[src/rtl/multicycle_pkg.sv]
// rtl/multicycle_pkg.sv - shared states, ALU/cmd codes and condition codes for the multicycle controller
package multicycle_pkg;

    typedef enum logic [3:0] {
        FETCH,
        DECODE,
        MEMADR,
        MEMREAD,
        MEMWB,
        MEMWRITE,
        EXECUTER,
        EXECUTEI,
        ALUWB,
        BRANCH
    } state_t;

    localparam logic [1:0] ALU_ADD = 2'b00;
    localparam logic [1:0] ALU_SUB = 2'b01;
    localparam logic [1:0] ALU_AND = 2'b10;
    localparam logic [1:0] ALU_ORR = 2'b11;

    localparam logic [3:0] CMD_AND = 4'b0000;
    localparam logic [3:0] CMD_SUB = 4'b0010;
    localparam logic [3:0] CMD_ADD = 4'b0100;
    localparam logic [3:0] CMD_CMP = 4'b1010;
    localparam logic [3:0] CMD_ORR = 4'b1100;

    localparam logic [3:0] COND_EQ = 4'b0000;
    localparam logic [3:0] COND_NE = 4'b0001;
    localparam logic [3:0] COND_CS = 4'b0010;
    localparam logic [3:0] COND_CC = 4'b0011;
    localparam logic [3:0] COND_MI = 4'b0100;
    localparam logic [3:0] COND_PL = 4'b0101;
    localparam logic [3:0] COND_VS = 4'b0110;
    localparam logic [3:0] COND_VC = 4'b0111;
    localparam logic [3:0] COND_HI = 4'b1000;
    localparam logic [3:0] COND_LS = 4'b1001;
    localparam logic [3:0] COND_GE = 4'b1010;
    localparam logic [3:0] COND_LT = 4'b1011;
    localparam logic [3:0] COND_GT = 4'b1100;
    localparam logic [3:0] COND_LE = 4'b1101;
    localparam logic [3:0] COND_AL = 4'b1110;

    function automatic logic cmd_supported(input logic [3:0] cmd);
        return (cmd == CMD_AND) || (cmd == CMD_SUB) || (cmd == CMD_ADD) ||
               (cmd == CMD_CMP) || (cmd == CMD_ORR);
    endfunction

    function automatic logic [1:0] cmd_alu(input logic [3:0] cmd);
        case (cmd)
            CMD_SUB, CMD_CMP: return ALU_SUB;
            CMD_AND:          return ALU_AND;
            CMD_ORR:          return ALU_ORR;
            default:          return ALU_ADD;
        endcase
    endfunction

endpackage

[src/rtl/multicycle_ctrl_if.sv]
// rtl/multicycle_ctrl_if.sv - shared memory port between controller and memory
interface multicycle_ctrl_if;
    logic mem_req;
    logic mem_ready;
    logic adr_src;
    logic mem_write;

    modport master (output mem_req, output adr_src, output mem_write, input mem_ready);
    modport slave  (input mem_req, input adr_src, input mem_write, output mem_ready);
endinterface

[src/rtl/multicycle_ctrl_cond_check.sv]
// rtl/multicycle_ctrl_cond_check.sv - ARM condition code evaluation against NZCV
module cond_check
    import multicycle_pkg::*;
(
    input  logic [3:0] cond,
    input  logic [3:0] flags,
    output logic       cond_ok
);
    logic n, z, c, v;
    assign {n, z, c, v} = flags;

    always_comb begin
        cond_ok = 1'b0;
        case (cond)
            COND_EQ: cond_ok = z;
            COND_NE: cond_ok = !z;
            COND_CS: cond_ok = c;
            COND_CC: cond_ok = !c;
            COND_MI: cond_ok = n;
            COND_PL: cond_ok = !n;
            COND_VS: cond_ok = v;
            COND_VC: cond_ok = !v;
            COND_HI: cond_ok = c && !z;
            COND_LS: cond_ok = !c || z;
            COND_GE: cond_ok = (n == v);
            COND_LT: cond_ok = (n != v);
            COND_GT: cond_ok = !z && (n == v);
            COND_LE: cond_ok = z || (n != v);
            COND_AL: cond_ok = 1'b1;
            default: cond_ok = 1'b0;
        endcase
    end
endmodule

[src/rtl/multicycle_ctrl.sv]
// rtl/multicycle_ctrl.sv - multicycle ARM control FSM with NZCV flags register
module multicycle_ctrl
    import multicycle_pkg::*;
#(
    parameter int         ALU_W      = 2,
    parameter logic [3:0] FLAG_RESET = 4'b0000
) (
    input  logic             clk,
    input  logic             reset,
    input  logic [3:0]       cond,
    input  logic [1:0]       op,
    input  logic [5:0]       funct,
    input  logic [3:0]       rd,
    input  logic [3:0]       alu_flags,
    multicycle_ctrl_if.master mem,
    output logic             ir_write,
    output logic             pc_write,
    output logic             reg_write,
    output logic [1:0]       alu_src_a,
    output logic [1:0]       alu_src_b,
    output logic [1:0]       result_src,
    output logic [ALU_W-1:0] alu_control,
    output logic [1:0]       imm_src,
    output logic [1:0]       reg_src,
    output logic             branch_link,
    output logic [3:0]       flags,
    output logic             undef_instr
);
    state_t     state, state_n;
    logic [3:0] flags_n;
    logic [3:0] cmd;
    logic       is_cmp, cond_ok;
    logic       mem_req_d, mem_write_d, ir_write_d, pc_write_d, reg_write_d;
    logic       branch_link_d, undef_d;
    logic [1:0] alu_code;

    assign cmd    = funct[4:1];
    assign is_cmp = (cmd == CMD_CMP);

    cond_check u_cond_check (
        .cond    (cond),
        .flags   (flags),
        .cond_ok (cond_ok)
    );

    always_ff @(posedge clk) begin
        if (reset) begin
            state <= FETCH;
            flags <= FLAG_RESET;
        end else begin
            state <= state_n;
            flags <= flags_n;
        end
    end

    always_comb begin
        state_n       = state;
        flags_n       = flags;
        mem_req_d     = 1'b0;
        mem_write_d   = 1'b0;
        ir_write_d    = 1'b0;
        pc_write_d    = 1'b0;
        reg_write_d   = 1'b0;
        branch_link_d = 1'b0;
        undef_d       = 1'b0;
        mem.adr_src   = 1'b0;
        alu_src_a     = 2'b00;
        alu_src_b     = 2'b00;
        result_src    = 2'b00;
        alu_code      = ALU_ADD;
        reg_src       = 2'b00;
        case (state)
            FETCH: begin
                mem_req_d  = 1'b1;
                alu_src_a  = 2'b01;
                alu_src_b  = 2'b10;
                result_src = 2'b10;
                if (mem.mem_ready) begin
                    ir_write_d = 1'b1;
                    pc_write_d = 1'b1;
                    state_n    = DECODE;
                end
            end
            DECODE: begin
                alu_src_a = 2'b01;
                alu_src_b = 2'b10;
                if (!cond_ok) begin
                    state_n = FETCH;
                end else begin
                    case (op)
                        2'b01: state_n = MEMADR;
                        2'b10: state_n = BRANCH;
                        2'b00: begin
                            if (!cmd_supported(cmd)) begin
                                undef_d = 1'b1;
                                state_n = FETCH;
                            end else begin
                                state_n = funct[5] ? EXECUTEI : EXECUTER;
                            end
                        end
                        default: begin
                            undef_d = 1'b1;
                            state_n = FETCH;
                        end
                    endcase
                end
            end
            MEMADR: begin
                alu_src_b = 2'b01;
                state_n   = funct[0] ? MEMREAD : MEMWRITE;
            end
            MEMREAD: begin
                mem_req_d   = 1'b1;
                mem.adr_src = 1'b1;
                if (mem.mem_ready) state_n = MEMWB;
            end
            MEMWB: begin
                result_src  = 2'b01;
                reg_write_d = 1'b1;
                pc_write_d  = (rd == 4'd15);
                state_n     = FETCH;
            end
            MEMWRITE: begin
                mem_req_d   = 1'b1;
                mem.adr_src = 1'b1;
                mem_write_d = 1'b1;
                reg_src     = 2'b10;
                if (mem.mem_ready) state_n = FETCH;
            end
            EXECUTER, EXECUTEI: begin
                alu_src_b = (state == EXECUTEI) ? 2'b01 : 2'b00;
                alu_code  = cmd_alu(cmd);
                // Logical ops carry no meaningful C/V out of the ALU, so those bits hold.
                if (funct[0] || is_cmp) begin
                    if (cmd == CMD_AND || cmd == CMD_ORR)
                        flags_n = {alu_flags[3:2], flags[1:0]};
                    else
                        flags_n = alu_flags;
                end
                state_n = ALUWB;
            end
            ALUWB: begin
                reg_write_d = !is_cmp;
                pc_write_d  = (rd == 4'd15) && !is_cmp;
                state_n     = FETCH;
            end
            BRANCH: begin
                reg_src       = 2'b01;
                alu_src_b     = 2'b01;
                result_src    = 2'b10;
                pc_write_d    = 1'b1;
                branch_link_d = funct[4];
                state_n       = FETCH;
            end
            default: state_n = FETCH;
        endcase
    end

    // Enables are forced low during reset so an abandoned access cannot write anything.
    assign mem.mem_req   = mem_req_d     & ~reset;
    assign mem.mem_write = mem_write_d   & ~reset;
    assign ir_write      = ir_write_d    & ~reset;
    assign pc_write      = pc_write_d    & ~reset;
    assign reg_write     = reg_write_d   & ~reset;
    assign branch_link   = branch_link_d & ~reset;
    assign undef_instr   = undef_d       & ~reset;
    assign alu_control   = ALU_W'(alu_code);
    assign imm_src       = op;
endmodule

[src/flat_wrapper.sv]
// flat-port wrapper written by rule: the top's interface ports become plain ports
module multicycle_ctrl_flat import multicycle_pkg::*;
#(
    parameter int         ALU_W      = 2,
    parameter logic [3:0] FLAG_RESET = 4'b0000
)
  (clk, reset, cond, op, funct, rd, alu_flags, ir_write, pc_write, reg_write, alu_src_a, alu_src_b, result_src, alu_control, imm_src, reg_src, branch_link, flags, undef_instr, mem_mem_req, mem_adr_src, mem_mem_write, mem_mem_ready);
  multicycle_ctrl_if mem_i ();
  input  logic clk;
  input  logic reset;
  input  logic [3:0] cond;
  input  logic [1:0] op;
  input  logic [5:0] funct;
  input  logic [3:0] rd;
  input  logic [3:0] alu_flags;
  output logic ir_write;
  output logic pc_write;
  output logic reg_write;
  output logic [1:0] alu_src_a;
  output logic [1:0] alu_src_b;
  output logic [1:0] result_src;
  output logic [ALU_W-1:0] alu_control;
  output logic [1:0] imm_src;
  output logic [1:0] reg_src;
  output logic branch_link;
  output logic [3:0] flags;
  output logic undef_instr;
  output wire logic [$bits(mem_i.mem_req)-1:0] mem_mem_req;
  output wire logic [$bits(mem_i.adr_src)-1:0] mem_adr_src;
  output wire logic [$bits(mem_i.mem_write)-1:0] mem_mem_write;
  input wire logic [$bits(mem_i.mem_ready)-1:0] mem_mem_ready;
  assign mem_mem_req = mem_i.mem_req;
  assign mem_adr_src = mem_i.adr_src;
  assign mem_mem_write = mem_i.mem_write;
  assign mem_i.mem_ready = mem_mem_ready;
  multicycle_ctrl #(.ALU_W(ALU_W), .FLAG_RESET(FLAG_RESET)) u_core (.clk(clk), .reset(reset), .cond(cond), .op(op), .funct(funct), .rd(rd), .alu_flags(alu_flags), .mem(mem_i), .ir_write(ir_write), .pc_write(pc_write), .reg_write(reg_write), .alu_src_a(alu_src_a), .alu_src_b(alu_src_b), .result_src(result_src), .alu_control(alu_control), .imm_src(imm_src), .reg_src(reg_src), .branch_link(branch_link), .flags(flags), .undef_instr(undef_instr));
endmodule
[config.mk]
export PLATFORM = sky130hd
export DESIGN_NAME = multicycle_ctrl_flat
export DESIGN_NICKNAME = d
export VERILOG_FILES = /design/src/rtl/multicycle_pkg.sv /design/src/rtl/multicycle_ctrl_if.sv /design/src/rtl/multicycle_ctrl_cond_check.sv /design/src/rtl/multicycle_ctrl.sv /design/src/flat_wrapper.sv
export SDC_FILE = /design/constraint.sdc
export NUM_CORES = 1
export LEC_CHECK = 0
export ABC_CLOCK_PERIOD_IN_PS = 3700
export CAP_MARGIN = 20
export CORE_AREA = 5 5 55 57
export DETAILED_ROUTE_END_ITERATION = 8
export DIE_AREA = 0 0 60 62
export PLACE_DENSITY = 0.83
export SYNTH_ARGS = -nofsm -noshare
export SYNTH_HDL_FRONTEND = slang
export SYNTH_SLANG_ARGS = --single-unit
[constraint.sdc]
create_clock -name clk -period 3.7 [get_ports clk]
set_clock_uncertainty 0.1 [all_clocks]
set_input_delay 0.74 -clock clk [delete_from_list [all_inputs] [get_ports clk]]
set_output_delay 0.74 -clock clk [all_outputs]
set_load 0.02 [all_outputs]
==> results.py, run 1 <==
metrics = {
    "cts": {
        "insertion_delay_ns": 0.26,
        "cts_root_buffer": "clkbuf_4",
        "holdBufCountCts": 0,
        "clkTransAtPathRegs_ns": 0.05,
        "post-cts-setup-buffers": 0,
        "htree_levels": 1,
        "cts_resized": 1,
        "cts_buffer_depth": 2,
        "clock-sinks": 8,
        "cts_tree": "yes",
        "cts_buffers": 3,
    },
    "floorplanning": {
        "rows": 18,
        "die_h_um": 62,
        "ios": 47,
        "core_um2": 2432,
        "die-area_um2": 3720,
        "start_util": 0.4511,
        "die_x_um": 60,
    },
    "drt": {
        "ant_nets": 0,
        "wl_met3_um": 198,
        "drt_iter0_markers": 38,
        "vias": 1239,
        "wl_met1_mm": 1.299,
        "drt_first_pass_iters": 4,
        "drc": 0,
        "routed-wl-met2_mm": 1.619,
        "topRoutingLayerUsed": "met4",
        "vias_per_cell": 5.581,
        "finalWirelength_mm": 3.151,
        "wl_per_cell_um": 14.19,
    },
    "timing": {
        "tightest_slew_ns": 0.5803,
        "fin_crit_ns": 3.538,
        "slew_viol_final": 0,
        "setup_tns_ns": 0,
        "setup_violations": 0,
        "finalHoldViolCount": 0,
        "relSlewSlack": 0.6126,
        "timing.fmax_mhz": 282.6,
        "fin_crit_sh": 0.9563,
        "rsz0062_at_grt": "no",
    },
    "place": {
        "dp_hpwl_mm": 2.534,
        "gp_congestion": 0.8569,
        "dpl.cell_count": 219,
        "place.port_buffers": 45,
    },
    "global_routing": {
        "grt_pass1_wl_mm": 5.216,
        "grt-ovfl-total": 0,
        "gr-usage-all-layers": 0.1787,
        "antenna_found_initial": 0,
        "first_global_vias": 1216,
        "grt_start_max_net_pins": 19,
    },
    "synthesis": {
        "yosysMostFrequentCell": "nor2_1",
        "netlist_top_cells_count": "nor2_1 (14), nor2b_1 (11), nor3_1 (10), nand2_1 (9), nand2b_1 (9)",
        "synth_edf_count": 0,
        "syn_area_per_cell_um2": 7.315,
        "async_flop_share": 0,
        "synth_top_area_frac": 0.1460,
        "synthTopCellsByArea": "dfxtp_1 (15%), mux2i_1 (6.4%), nor2b_1 (6.3%)",
        "syn-cell-area_um2": 1097,
        "synthFlopType": "dfxtp_1",
        "synth_seq_area_share": 0.1460,
        "synth_nets": 176,
        "yosys_warnings": 0,
        "syn-instance-count": 150,
        "synth.distinct_cells": 45,
        "synth_top_area_cell": "dfxtp_1",
        "synth-seq-cells": 8,
    },
    "final_layout": {
        "fin_cells": 222,
        "syn_to_final_growth_pct": 43.67,
        "multi_input_area_um2": 839.6,
        "fillers": 208,
        "nets": 220,
        "n_antenna_cell": 0,
        "final-seq-area_um2": 160.2,
        "drive_above_1_share": 0.08854,
    },
    "setup_path": {
        "critPathKind": "in2out",
        "crit_fanout": 6,
        "crit_path_end_kind": "primary output",
        "cp-start-kind": "primary input",
        "required_ns": 2.86,
        "worstPathArrival_ns": 2.70,
    },
    "worst_hold_path": {
        "min-delay-path-class": "reg2reg",
    },
    "power_and_ir_drop": {
        "clock_power_share": 0.247,
        "p_per_area_nw_per_um2": 172.3,
        "swShare": 0.3186,
        "p_int_uw": 185.0,
        "pwr-share-comb": 0.409,
        "p_leak_uw": 0.0005920,
        "power_frac_seq": 0.344,
        "p_switching_uw": 86.53,
        "irDropWorstVdd_mv": 0.1241,
    },
    "run": {
        "maxCapViolCount": 0,
    },
    "status": {
        "outcome": "completed",
    },
}
[sequential cells by signal (all words and copies together) (netlist names)]
name and count:
u_core.flags 4, u_core.state 4
[cells in the final DEF (no fill, tap or decap), types with 4 or more instances in the layout]
cell type | netlist | final
clkdlybuf4s50_1 | 0 | 44
nor2_1 | 14 | 14
nor2b_1 | 11 | 11
nor3_1 | 10 | 10
nand2_1 | 9 | 9
nand2b_1 | 9 | 9
a21oi_1 | 8 | 8
dfxtp_1 | 8 | 8
mux2i_1 | 7 | 7
buf_4 | 4 | 6
inv_1 | 5 | 5
nor3b_1 | 5 | 5
o21ai_1 | 4 | 4
nand3_1 | 4 | 4
o21ai_0 | 4 | 4
[layout make-up]
class | count | share of cell area
Multi-Input combinational cell | 124 | 0.5325
Inverter | 6 | 0.01429
Timing Repair Buffer | 51 | 0.3135
Tap cell | 30 | 0.02381
Sequential cell | 8 | 0.1016
Clock buffer | 3 | 0.01429
[power by group through the flow]
stage	Sequential [uW]	Clock, uW	Combinational, uW
global placement	94.8	0	107
CTS	93.1	68.4	111
global route	93.9	72.5	121
detailed placement	95.0	0	111
floorplan	91.1	0	63.1
finish	93.4	67.1	111
[worst max-delay path, stage by stage]
cell and delay, ns:
clkdlybuf4s50_1 0.49, nor2b_1 0.18, nand2_1 0.13, nand2b_1 0.06
a2111oi_0 0.41, clkdlybuf4s50_1 0.69
[path summary, 6_finish.rpt]
path,start,to,slack (ns),cells past startpoint
max,funct[2],reg_write,0.16,6
min,u_core.flags[2],u_core.flags[2],0.49,2
max reg2reg,u_core.flags[0],u_core.state[1],1.89,6
min reg2reg,u_core.flags[2],u_core.flags[2],0.49,2
[routing by layer]
metal,track usage,up-vias
met5,0,-
met4,0.06646,0
met3,0.02893,5
met2,0.3302,39
met1,0.2062,574
li1,-,621
[metrics by stage]
step / area, um2 / hold WS (ns) / total power, uW / worst slack, ns / util
after floorplan: 1097 / 0.5006 / 154.2 / 0.7525 / -
after global placement: 1555 / 0.4571 / 202.2 / 0.02822 / 0.6394
after global routing: 1577 / 0.5210 / 287.0 / 0.007484 / 0.6481
final: 1577 / 0.4854 / 271.6 / 0.1615 / 0.6481
after detailed placement: 1555 / 0.4707 / 206.0 / -0.02648 / 0.6394
after CTS: 1577 / 0.4814 / 272.6 / 0.1406 / 0.6481
[logic make-up after synthesis]
group / after synthesis / share of synthesized area
AND/OR/NAND/NOR: 80 / 0.4390
AO/OA/AOI/OAI: 28 / 0.1802
buffers and inverters: 18 / 0.08894
multiplexers: 9 / 0.08438
flip-flops: 8 / 0.1459
adder cells (fa/ha/maj): 3 / 0.03421
XOR/XNOR: 3 / 0.02395
other: 1 / 0.003417
(Power assumes the default switching activity.)
==> run 2: changes to the inputs <==
CORE_AREA = 5 5 62 64   (was 5 5 55 57)
DIE_AREA = 0 0 67 69   (was 0 0 60 62)
MAX_ROUTING_LAYER = met4   (was default)
PLACE_DENSITY = 0.66   (was 0.83)
==> results.py, run 2 (synthesis gave the netlist of run 1 again) <==
metrics = {
    "setup_path": {
        "required_ns": 2.86,
        "crit_path_end_kind": "primary output",
        "worstPathArrival_ns": 2.68,
        "critPathKind": "in2out",
        "cp-start-kind": "primary input",
        "crit_fanout": 5,
    },
    "floorplanning": {
        "die-area_um2": 4623,
        "start_util": 0.3395,
        "die_x_um": 67,
        "ios": 47,
        "core_um2": 3232,
        "die_h_um": 69,
        "rows": 21,
    },
    "drt": {
        "ant_nets": 0,
        "topRoutingLayerUsed": "met4",
        "routed-wl-met2_mm": 1.518,
        "vias_per_cell": 4.987,
        "vias": 1192,
        "wl_per_cell_um": 12.24,
        "wl_met3_um": 113,
        "drt_iter0_markers": 49,
        "wl_met1_mm": 1.270,
        "drt_first_pass_iters": 4,
        "finalWirelength_mm": 2.925,
        "drc": 0,
    },
    "final_layout": {
        "nets": 221,
        "syn_to_final_growth_pct": 46.41,
        "reg_top3": "u_core.flags (4), u_core.state (4)",
        "fillers": 326,
        "n_antenna_cell": 0,
        "multi_input_area_um2": 840.8,
        "final_cell_mix": "clkdlybuf4s50_1 (42), nor2_1 (14), nor2b_1 (11)",
        "final_cell_area_um2": 1607,
        "final_common_cell": "clkdlybuf4s50_1",
        "drive_above_1_share": 0.09326,
        "post-route-util": 0.4971,
        "final-seq-area_um2": 160.2,
    },
    "worst_hold_path": {
        "min-delay-path-class": "reg2reg",
    },
    "timing": {
        "setup_violations": 0,
        "tightest_slew_ns": 0.6075,
        "timing.fmax_mhz": 284.5,
        "slew_viol_final": 0,
        "rsz0062_at_grt": "no",
        "finalHoldViolCount": 0,
        "fin_crit_ns": 3.515,
        "fin_crit_sh": 0.9500,
        "setup_tns_ns": 0,
        "relSlewSlack": 0.5944,
    },
    "power_and_ir_drop": {
        "p_int_uw": 184.6,
        "p_switching_uw": 81.17,
        "pwr-share-comb": 0.412,
        "power_frac_seq": 0.352,
        "p_leak_uw": 0.0006127,
        "power_uw": 265.8,
        "p_per_area_nw_per_um2": 165.4,
        "clock_power_share": 0.236,
        "swShare": 0.3054,
        "irDropWorstVdd_mv": 0.08612,
    },
    "cts": {
        "htree_levels": 1,
        "cts_tree": "yes",
        "cts_buffers": 3,
        "cts_buffer_depth": 2,
        "holdBufCountCts": 0,
        "insertion_delay_ns": 0.24,
        "clock-sinks": 8,
        "cts_root_buffer": "clkbuf_4",
        "clkTransAtPathRegs_ns": 0.05,
    },
    "place": {
        "dpl_cell_area_um2": 1583,
        "dp_hpwl_mm": 2.368,
        "place.port_buffers": 45,
        "gp_congestion": 0.7771,
    },
    "global_routing": {
        "grt_start_max_net_pins": 19,
        "grt_pass1_wl_mm": 4.926,
        "first_global_vias": 1148,
        "gr-usage-all-layers": 0.1315,
        "antenna_found_initial": 0,
        "grt-ovfl-total": 0,
    },
    "run": {
        "maxCapViolCount": 0,
    },
    "status": {
        "outcome": "completed",
    },
}
## run 2: changes by cell type in the layout (fill, tap and decap cells not counted)
cell	previous run	this run
a2111oi_0	1	0
clkdlybuf4s50_1	44	42
dlymetal6s2s_1	0	1
a2111oi_1	0	1
buf_4	6	7
dlygate4sd2_1	1	2
## run 2: worst paths after layout
check | startpoint | to | slack (ns) | cells past startpoint
worst max-delay path | funct[4] | pc_write | 0.18 | 8
worst max register to register | u_core.state[1] | u_core.flags[0] | 1.86 | 4
worst min register to register | u_core.flags[1] | u_core.flags[1] | 0.46 | 2
worst min-delay path | u_core.flags[1] | u_core.flags[1] | 0.46 | 2
## run 2: layout make-up
type | instances | share of cell area
multi-input combinational | 124 | 0.5234
sequential | 8 | 0.09969
timing repair buffer | 52 | 0.3131
clock buffer | 3 | 0.01402
tap | 46 | 0.03583
inverter | 6 | 0.01402
## run 2: power by group through the flow
stage | Combinational (uW) | Clock (uW) | Sequential, uW
final | 109 | 62.8 | 93.6
after global routing | 119 | 70.2 | 94.1
after CTS | 111 | 67.0 | 93.3
after detailed placement | 111 | 0 | 95.1
after global placement | 109 | 0 | 94.9
after floorplan | 63.1 | 0 | 91.1
## run 2: worst max-delay path, stage by stage
cell and delay (ns):
clkdlybuf4s50_1 0.55, nor2b_1 0.21, nand2_1 0.12, buf_4 0.15
a21oi_1 0.13, o32a_1 0.15, nor3_1 0.04, clkdlybuf4s50_1 0.57
## run 2: routing by layer
layer,GRT usage,vias to the layer above
met2,0.2314,26
met3,0.009740,4
met1,0.1548,537
met4,0.04054,0
met5,-,-
li1,-,625
## run 2: what timing repair did
item                                   in CTS  in global routing
endpoints found under the hold margin       0                  0
setup buffers                               0                  0
gates cloned                                0                  0
setup endpoints to repair                   1                  2
resized for setup                           2                  2
## run 2: metrics by stage
stage / setup WS (ns) / instances / hold slack, ns
CTS: 0.04731 / 239 / 0.4700
finish: 0.1849 / 239 / 0.4626
detailed placement: -0.1112 / 236 / 0.4652
global placement: -0.08096 / 236 / 0.4586
global route: 0.05508 / 239 / 0.4963
floorplan: 0.7525 / 150 / 0.5006
